### src/rtl/clock_mode_ctrl.sv
// Mode controller for a digital clock. It runs, sets the time and alarm, and rings the buzzer.
// Button edges drive a seven-state mode FSM, and an alarm match arms a 60-second buzzer.
module clock_mode_ctrl (
    input  logic        clk,
    input  logic        rst,
    input  logic        tick_1s,
    input  logic        set_btn,
    input  logic        add_btn,
    input  logic        beep_btn,
    input  logic [23:0] cur_time,
    input  logic [23:0] alarm_time,
    output logic [2:0]  cur_inc,
    output logic [2:0]  alarm_inc,
    output logic        disp_alarm,
    output logic [2:0]  flash,
    output logic        run_mode,
    output logic        beep_en,
    output logic        beep
);

    typedef enum logic [2:0] {
        RUN      = 3'd0,
        SET_SEC  = 3'd1,
        SET_MIN  = 3'd2,
        SET_HOUR = 3'd3,
        ALM_SEC  = 3'd4,
        ALM_MIN  = 3'd5,
        ALM_HOUR = 3'd6
    } state_t;

    localparam logic [4:0] IDLE_LAST = 5'd29;
    localparam logic [5:0] RING_LAST = 6'd59;

    state_t      state_reg, state_next;
    logic [2:0]  btn, btn_prev_reg, btn_edge;
    logic        armed_reg;
    logic [4:0]  idle_cnt_reg, idle_next;
    logic        match_reg, match_now;
    logic        ringing_reg, ringing_next;
    logic        phase_reg, phase_next;
    logic [5:0]  ring_cnt_reg, ring_cnt_next;
    logic        beep_en_reg, beep_en_next;
    logic [2:0]  cur_inc_reg, cur_inc_next;
    logic [2:0]  alarm_inc_reg, alarm_inc_next;
    logic [2:0]  flash_reg;
    logic        disp_alarm_reg, run_mode_reg, beep_reg;
    logic        consumed, set_ok, add_ok, beep_ok;

    function automatic state_t advance(input state_t s);
        case (s)
            RUN:      return SET_SEC;
            SET_SEC:  return SET_MIN;
            SET_MIN:  return SET_HOUR;
            SET_HOUR: return ALM_SEC;
            ALM_SEC:  return ALM_MIN;
            ALM_MIN:  return ALM_HOUR;
            default:  return RUN;
        endcase
    endfunction

    function automatic logic [2:0] field_of(input state_t s);
        case (s)
            SET_SEC,  ALM_SEC:  return 3'b001;
            SET_MIN,  ALM_MIN:  return 3'b010;
            SET_HOUR, ALM_HOUR: return 3'b100;
            default:            return 3'b000;
        endcase
    endfunction

    function automatic logic is_alarm(input state_t s);
        return (s == ALM_SEC) || (s == ALM_MIN) || (s == ALM_HOUR);
    endfunction

    // armed_reg masks the first cycle after reset so a held button is not an edge
    assign btn = {beep_btn, add_btn, set_btn};
    genvar gi;
    generate
        for (gi = 0; gi < 3; gi++) begin : g_edge
            assign btn_edge[gi] = armed_reg & btn[gi] & ~btn_prev_reg[gi];
        end
    endgenerate

    assign match_now = (cur_time == alarm_time);

    always_comb begin
        // Any button edge that silences the buzzer does nothing else
        consumed       = ringing_reg & (|btn_edge);
        set_ok         = btn_edge[0] & ~add_btn & ~consumed;
        add_ok         = btn_edge[1] & ~btn_edge[0] & ~consumed;
        beep_ok        = btn_edge[2] & ~consumed & ~set_ok;
        state_next     = state_reg;
        idle_next      = idle_cnt_reg;
        cur_inc_next   = 3'b000;
        alarm_inc_next = 3'b000;
        if (set_ok) begin
            state_next = advance(state_reg);
            idle_next  = 5'd0;
        end else if (state_reg == RUN) begin
            idle_next = 5'd0;
            if (tick_1s)
                cur_inc_next = 3'b001;
        end else if (add_ok) begin
            idle_next = 5'd0;
            if (is_alarm(state_reg))
                alarm_inc_next = field_of(state_reg);
            else
                cur_inc_next = field_of(state_reg);
        end else if (tick_1s) begin
            if (idle_cnt_reg == IDLE_LAST) begin
                state_next = RUN;
                idle_next  = 5'd0;
            end else begin
                idle_next = idle_cnt_reg + 5'd1;
            end
        end
    end

    always_comb begin
        ringing_next  = ringing_reg;
        phase_next    = phase_reg;
        ring_cnt_next = ring_cnt_reg;
        beep_en_next  = beep_en_reg ^ beep_ok;
        if (ringing_reg) begin
            if (consumed || !beep_en_reg || state_reg != RUN ||
                (tick_1s && ring_cnt_reg == RING_LAST)) begin
                ringing_next  = 1'b0;
                phase_next    = 1'b0;
                ring_cnt_next = 6'd0;
            end else if (tick_1s) begin
                ring_cnt_next = ring_cnt_reg + 6'd1;
                phase_next    = ~phase_reg;
            end
        end else if (match_now && !match_reg && beep_en_reg &&
                     state_reg == RUN && state_next == RUN) begin
            ringing_next  = 1'b1;
            phase_next    = 1'b1;
            ring_cnt_next = 6'd0;
        end
    end

    always_ff @(posedge clk or negedge rst) begin
        if (!rst) begin
            state_reg      <= RUN;
            btn_prev_reg   <= 3'b000;
            armed_reg      <= 1'b0;
            idle_cnt_reg   <= 5'd0;
            match_reg      <= 1'b0;
            ringing_reg    <= 1'b0;
            phase_reg      <= 1'b0;
            ring_cnt_reg   <= 6'd0;
            beep_en_reg    <= 1'b0;
            cur_inc_reg    <= 3'b000;
            alarm_inc_reg  <= 3'b000;
            flash_reg      <= 3'b000;
            disp_alarm_reg <= 1'b0;
            run_mode_reg   <= 1'b1;
            beep_reg       <= 1'b0;
        end else begin
            state_reg      <= state_next;
            btn_prev_reg   <= btn;
            armed_reg      <= 1'b1;
            idle_cnt_reg   <= idle_next;
            match_reg      <= match_now;
            ringing_reg    <= ringing_next;
            phase_reg      <= phase_next;
            ring_cnt_reg   <= ring_cnt_next;
            beep_en_reg    <= beep_en_next;
            cur_inc_reg    <= cur_inc_next;
            alarm_inc_reg  <= alarm_inc_next;
            flash_reg      <= field_of(state_next);
            disp_alarm_reg <= is_alarm(state_next);
            run_mode_reg   <= (state_next == RUN);
            beep_reg       <= ringing_next & phase_next;
        end
    end

    assign cur_inc    = cur_inc_reg;
    assign alarm_inc  = alarm_inc_reg;
    assign flash      = flash_reg;
    assign disp_alarm = disp_alarm_reg;
    assign run_mode   = run_mode_reg;
    assign beep_en    = beep_en_reg;
    assign beep       = beep_reg;

endmodule

### config.mk
export PLATFORM = sky130hd
export DESIGN_NAME = clock_mode_ctrl
export DESIGN_NICKNAME = d
export VERILOG_FILES = /design/src/rtl/clock_mode_ctrl.sv
export SDC_FILE = /design/constraint.sdc
export NUM_CORES = 1
export LEC_CHECK = 0
export ABC_AREA = 1
export CORE_MARGIN = 2
export CORE_UTILIZATION = 41
export CTS_CLUSTER_DIAMETER = 60
export DETAILED_ROUTE_END_ITERATION = 8
export GPL_TIMING_DRIVEN = 0
export PLACE_DENSITY_LB_ADDON = 0.3
export SLEW_MARGIN = 20
export SYNTH_ARGS = -nofsm -noshare
export SYNTH_HDL_FRONTEND = slang
export SYNTH_SLANG_ARGS = --single-unit
### constraint.sdc
create_clock -name clk -period 1.6 [get_ports clk]
set_input_delay 0.32 -clock clk [delete_from_list [all_inputs] [get_ports clk]]
set_output_delay 0.32 -clock clk [all_outputs]
set_load 0.03 [all_outputs]
==> impl_metrics.toml, run 1 <==
[power]
pwr-share-clk_pct = 19.5
irDropWorstVdd_uv = 511
powerDensity_nw_per_um2 = 1050
power.switching_mw = 1.23
seq_power_share_pct = 35.1
intPower_mw = 2.03
pwr-share-comb_pct = 45.3
cellLeakagePower_nw = 1.64
switching_share_pct = 37.7

[critical_path]
worst_ep_arrival_time_ps = 2070
cp_slowest_cell = "sky130_fd_sc_hd__dfrtp_1"
worst-setup-path-type = "flop to flop"
slowest_delay_ps = 390
crit_path_cell_trace = "inv_2 > ha_4 > nand4_1 > nor2_2 > nand2_4 > a21oi_4 > nand2_2 > nor2_4 > nand2_4 > nand2_8 > nand2_8 > nand2_1 > nand2_1"
crit_fanout = 8
crit_required_ps = 1770
crit_path_end_kind = "flop"
startpoint_kind_of_the_worst_setup_timing_path = "flop"

[logic_synthesis]
ys_ff_latch = 34
synth_area_leaders = "sky130_fd_sc_hd__dfrtp_1 41%, sky130_fd_sc_hd__nand2_1 12%, sky130_fd_sc_hd__nor2_1 8.8%, sky130_fd_sc_hd__xor2_1 8.3%, sky130_fd_sc_hd__inv_1 6.5%"
postSynthCellCount = 267
synthesized_cell_area_um2 = 2010
synth_cell_type_count = 28
synthDominantAreaCellType = "sky130_fd_sc_hd__dfrtp_1"
post-synth-top-area-fraction_pct = 41.1
synth.yosys.seq_area_share_pct = 42.4
yosysWarningCount = 0
synth_fp_nets = 324
post_syn_area_per_cell_um2 = 7.53

[status]
violations_in_the_final_reports = "setup timing"
run_status = "complete, but fails checks"

[route]
final_routed_wire_length_divided_by_cell_count_um = 9.97
postRouteWirelength_um = 4230
route.vias.total = 1915
firstDrtPassIters = 4
remaining_drc_errors = 0
dr.first_iter.drc_count = 108
ant_nets = 0
vias_per_cell = 4.52

[global_routing]
grt_max_degree = 22
grt_pass1_vias = 1796
grt.total_usage_pct = 16.5
overflow = 0
global_route.peak_usage_layer = "met2"
grt_util_met2_pct = 29.1
wire_length_of_the_first_global_routing_pass_um = 7090
grt_util_met1_pct = 19.0
met3_usage_pct = 4.20
initial_antenna_violation_count = 0

[sta]
hold_viol_final = 0
grt_setup_unrepaired = "yes"
fmax_mhz = 529
setup_ws_ps = -292
final_critical_path_share_of_the_clock_period_pct = 118
finalCriticalPeriod_ps = 1890
worst_slack_on_hold_paths_ps = 207
final_skew_ps = 8.81
setup_viol_count_final = 14
finalMaxSlewViolations = 0

[floorplanning]
ports_placed_on_the_boundary = 67
die-area_um2 = 5480
row_count = 25
fp.coreArea_um2 = 4720
die_width_um = 74.0
initial_core_util_pct = 42.5
die_height_um = 74.0

[placement]
placement.setup.worst_slack_ps = -644
port_buffers = 66
placedInstanceArea_um2 = 2780
place_congestion = 0.780
post-dp-hpwl_um = 3120

[layout]
layout.cell_area.non_filler_um2 = 3100
area_growth_syn_to_layout_pct = 54.3
multi_input_gate_area_um2 = 1110
antenna_cells_inserted = 0
finish.net_count = 413
nFillCells = 400
largest_register_ffs = 6
drive_gt1_share_pct = 17.1
area.sequential_um2 = 853
postLayoutCoreUtil_pct = 65.6

[clock_network]
clkLatencyLatePin_ps = 290
path_clk_slew_ps = 60
cts.root.buffer_cell = "sky130_fd_sc_hd__clkbuf_8"
tritoncts = "done"
cts_inserted_buffers = 5
cts.htree.levels = 2
clk_path_buf_depth = 2
cts_sinks = 34

[worst_hold_path]
hold_path.class = "primary input to flop"

[job]
max_cap_violations = 0
[Yosys cell counts]
library cell	count
sky130_fd_sc_hd__a2111oi_0	1
sky130_fd_sc_hd__a21oi_1	4
sky130_fd_sc_hd__a21oi_2	2
sky130_fd_sc_hd__conb_1	1
sky130_fd_sc_hd__dfrtp_1	33
sky130_fd_sc_hd__dfstp_2	1
sky130_fd_sc_hd__ha_1	3
sky130_fd_sc_hd__inv_1	35
sky130_fd_sc_hd__inv_2	5
sky130_fd_sc_hd__nand2_1	65
sky130_fd_sc_hd__nand2_2	3
sky130_fd_sc_hd__nand2_4	2
sky130_fd_sc_hd__nand2_8	1
sky130_fd_sc_hd__nand3_1	18
sky130_fd_sc_hd__nand3_2	2
sky130_fd_sc_hd__nand3b_1	2
sky130_fd_sc_hd__nand4_1	2
sky130_fd_sc_hd__nor2_1	47
sky130_fd_sc_hd__nor2_4	1
sky130_fd_sc_hd__nor3_1	4
sky130_fd_sc_hd__nor4_1	1
sky130_fd_sc_hd__o211ai_1	1
sky130_fd_sc_hd__o21ai_0	7
sky130_fd_sc_hd__o21ai_2	1
sky130_fd_sc_hd__o22ai_1	1
sky130_fd_sc_hd__or2_2	2
sky130_fd_sc_hd__xnor2_1	3
sky130_fd_sc_hd__xor2_1	19
[power groups by stage]
stage	registers, mW	clock network [mW]	logic (mW)
2_1_floorplan	1.31	0	0.588
3_3_place_gp	1.15	0	1.16
3_5_place_dp	1.16	0	1.19
4_1_cts	1.14	0.664	1.35
5_1_grt	1.16	0.692	1.63
6_report	1.15	0.637	1.48
[cells by family after synthesis]
group           after synthesis  share of synthesized area (%)
compound gates               17                           5.17
xor+xnor                     22                           9.59
fa+ha+maj                     3                           1.87
buf+inv                      40                           7.47
flops                        34                           42.4
other cells                   1                          0.187
simple gates                150                           33.3
[worst max-delay path: cells and delay by family, from the launching register on]
| family | cells | cell delay, ps |
|---|---|---|
| simple gates | 10 | 1020 |
| flops | 1 | 390 |
| compound gates | 1 | 170 |
| fa+ha+maj | 1 | 120 |
| buf+inv | 1 | 80 |
[layout make-up]
type | count | share of cell area (%)
tap | 67 | 2.70
inverter | 40 | 4.84
sequential | 34 | 27.5
clock buffer | 8 | 2.91
multi-input combinational | 193 | 36.0
timing repair buffer | 82 | 26.1
[per-layer routing]
metal  routed length [µm]  part of all wire, %
met1                 1810                   43
met2                 2030                   48
met3                  293                  6.9
met4                   87                  2.1
met5                    0                    0
[stage by stage]
| stage | total power, mW | instances | TNS [ps] |
|---|---|---|---|
| floorplan | 1.89 | 267 | -706 |
| global placement | 2.31 | 400 | -23320 |
| detailed placement | 2.35 | 401 | -8890 |
| CTS | 3.16 | 423 | -2820 |
| global route | 3.48 | 424 | -4570 |
| finish | 3.26 | 424 | -2620 |
[placed cells by master (no fill, tap or decap), types with 2 or more instances in the layout]
cell and n:
sky130_fd_sc_hd__a21oi_1 4, sky130_fd_sc_hd__a21oi_4 2, sky130_fd_sc_hd__buf_4 13, sky130_fd_sc_hd__clkbuf_1 2, sky130_fd_sc_hd__clkbuf_8 6, sky130_fd_sc_hd__clkdlybuf4s50_1 49
sky130_fd_sc_hd__dfrtp_1 32, sky130_fd_sc_hd__dlygate4sd2_1 9, sky130_fd_sc_hd__dlymetal6s2s_1 7, sky130_fd_sc_hd__ha_1 2, sky130_fd_sc_hd__inv_1 34, sky130_fd_sc_hd__inv_2 6
sky130_fd_sc_hd__nand2_1 61, sky130_fd_sc_hd__nand2_2 6, sky130_fd_sc_hd__nand2_4 2, sky130_fd_sc_hd__nand2_8 2, sky130_fd_sc_hd__nand3_1 15, sky130_fd_sc_hd__nand3_2 4
sky130_fd_sc_hd__nand3b_1 2, sky130_fd_sc_hd__nand4_1 2, sky130_fd_sc_hd__nor2_1 41, sky130_fd_sc_hd__nor2_2 6, sky130_fd_sc_hd__nor3_1 4, sky130_fd_sc_hd__o21ai_0 2
sky130_fd_sc_hd__o21ai_1 2, sky130_fd_sc_hd__o21ai_2 3, sky130_fd_sc_hd__or2_2 2, sky130_fd_sc_hd__xnor2_1 3, sky130_fd_sc_hd__xor2_1 19
[timing repair]
item | 4_1_cts | 5_1_grt
setup buffers | 13 | 3
gates resized for setup | 21 | 27
pin swaps | 9 | 11
setup endpoints to repair | 20 | 25
hold endpoints to repair | 13 | 0
hold buffers | 1 | 0
[final timing paths]
check | from | to | slack [ps] | cells after the start
max reg2reg | idle_cnt_reg[1] | ring_cnt_reg[2] | -290 | 13
max in group asynchronous | rst | run_mode | 610 | 3
min in group asynchronous | rst | idle_cnt_reg[2] | 480 | 2
min | add_btn | btn_prev_reg[1] | 210 | 1
min reg2reg | beep_en | beep_en | 500 | 1
max | idle_cnt_reg[1] | ring_cnt_reg[2] | -290 | 13
No activity file was read; power rests on OpenSTA's default activity.
==> inputs of run 2 (changes only) <==
--- a/config.mk
+++ b/config.mk
@@ -9,6 +9,7 @@
 export CORE_MARGIN = 2
 export CORE_UTILIZATION = 41
 export CTS_CLUSTER_DIAMETER = 60
+export CTS_CLUSTER_SIZE = 10
 export DETAILED_ROUTE_END_ITERATION = 8
 export GPL_TIMING_DRIVEN = 0
 export PLACE_DENSITY_LB_ADDON = 0.3
==> results of run 2 <==
Same layout as run 1: the final DEF is identical, and so are final timing and power.
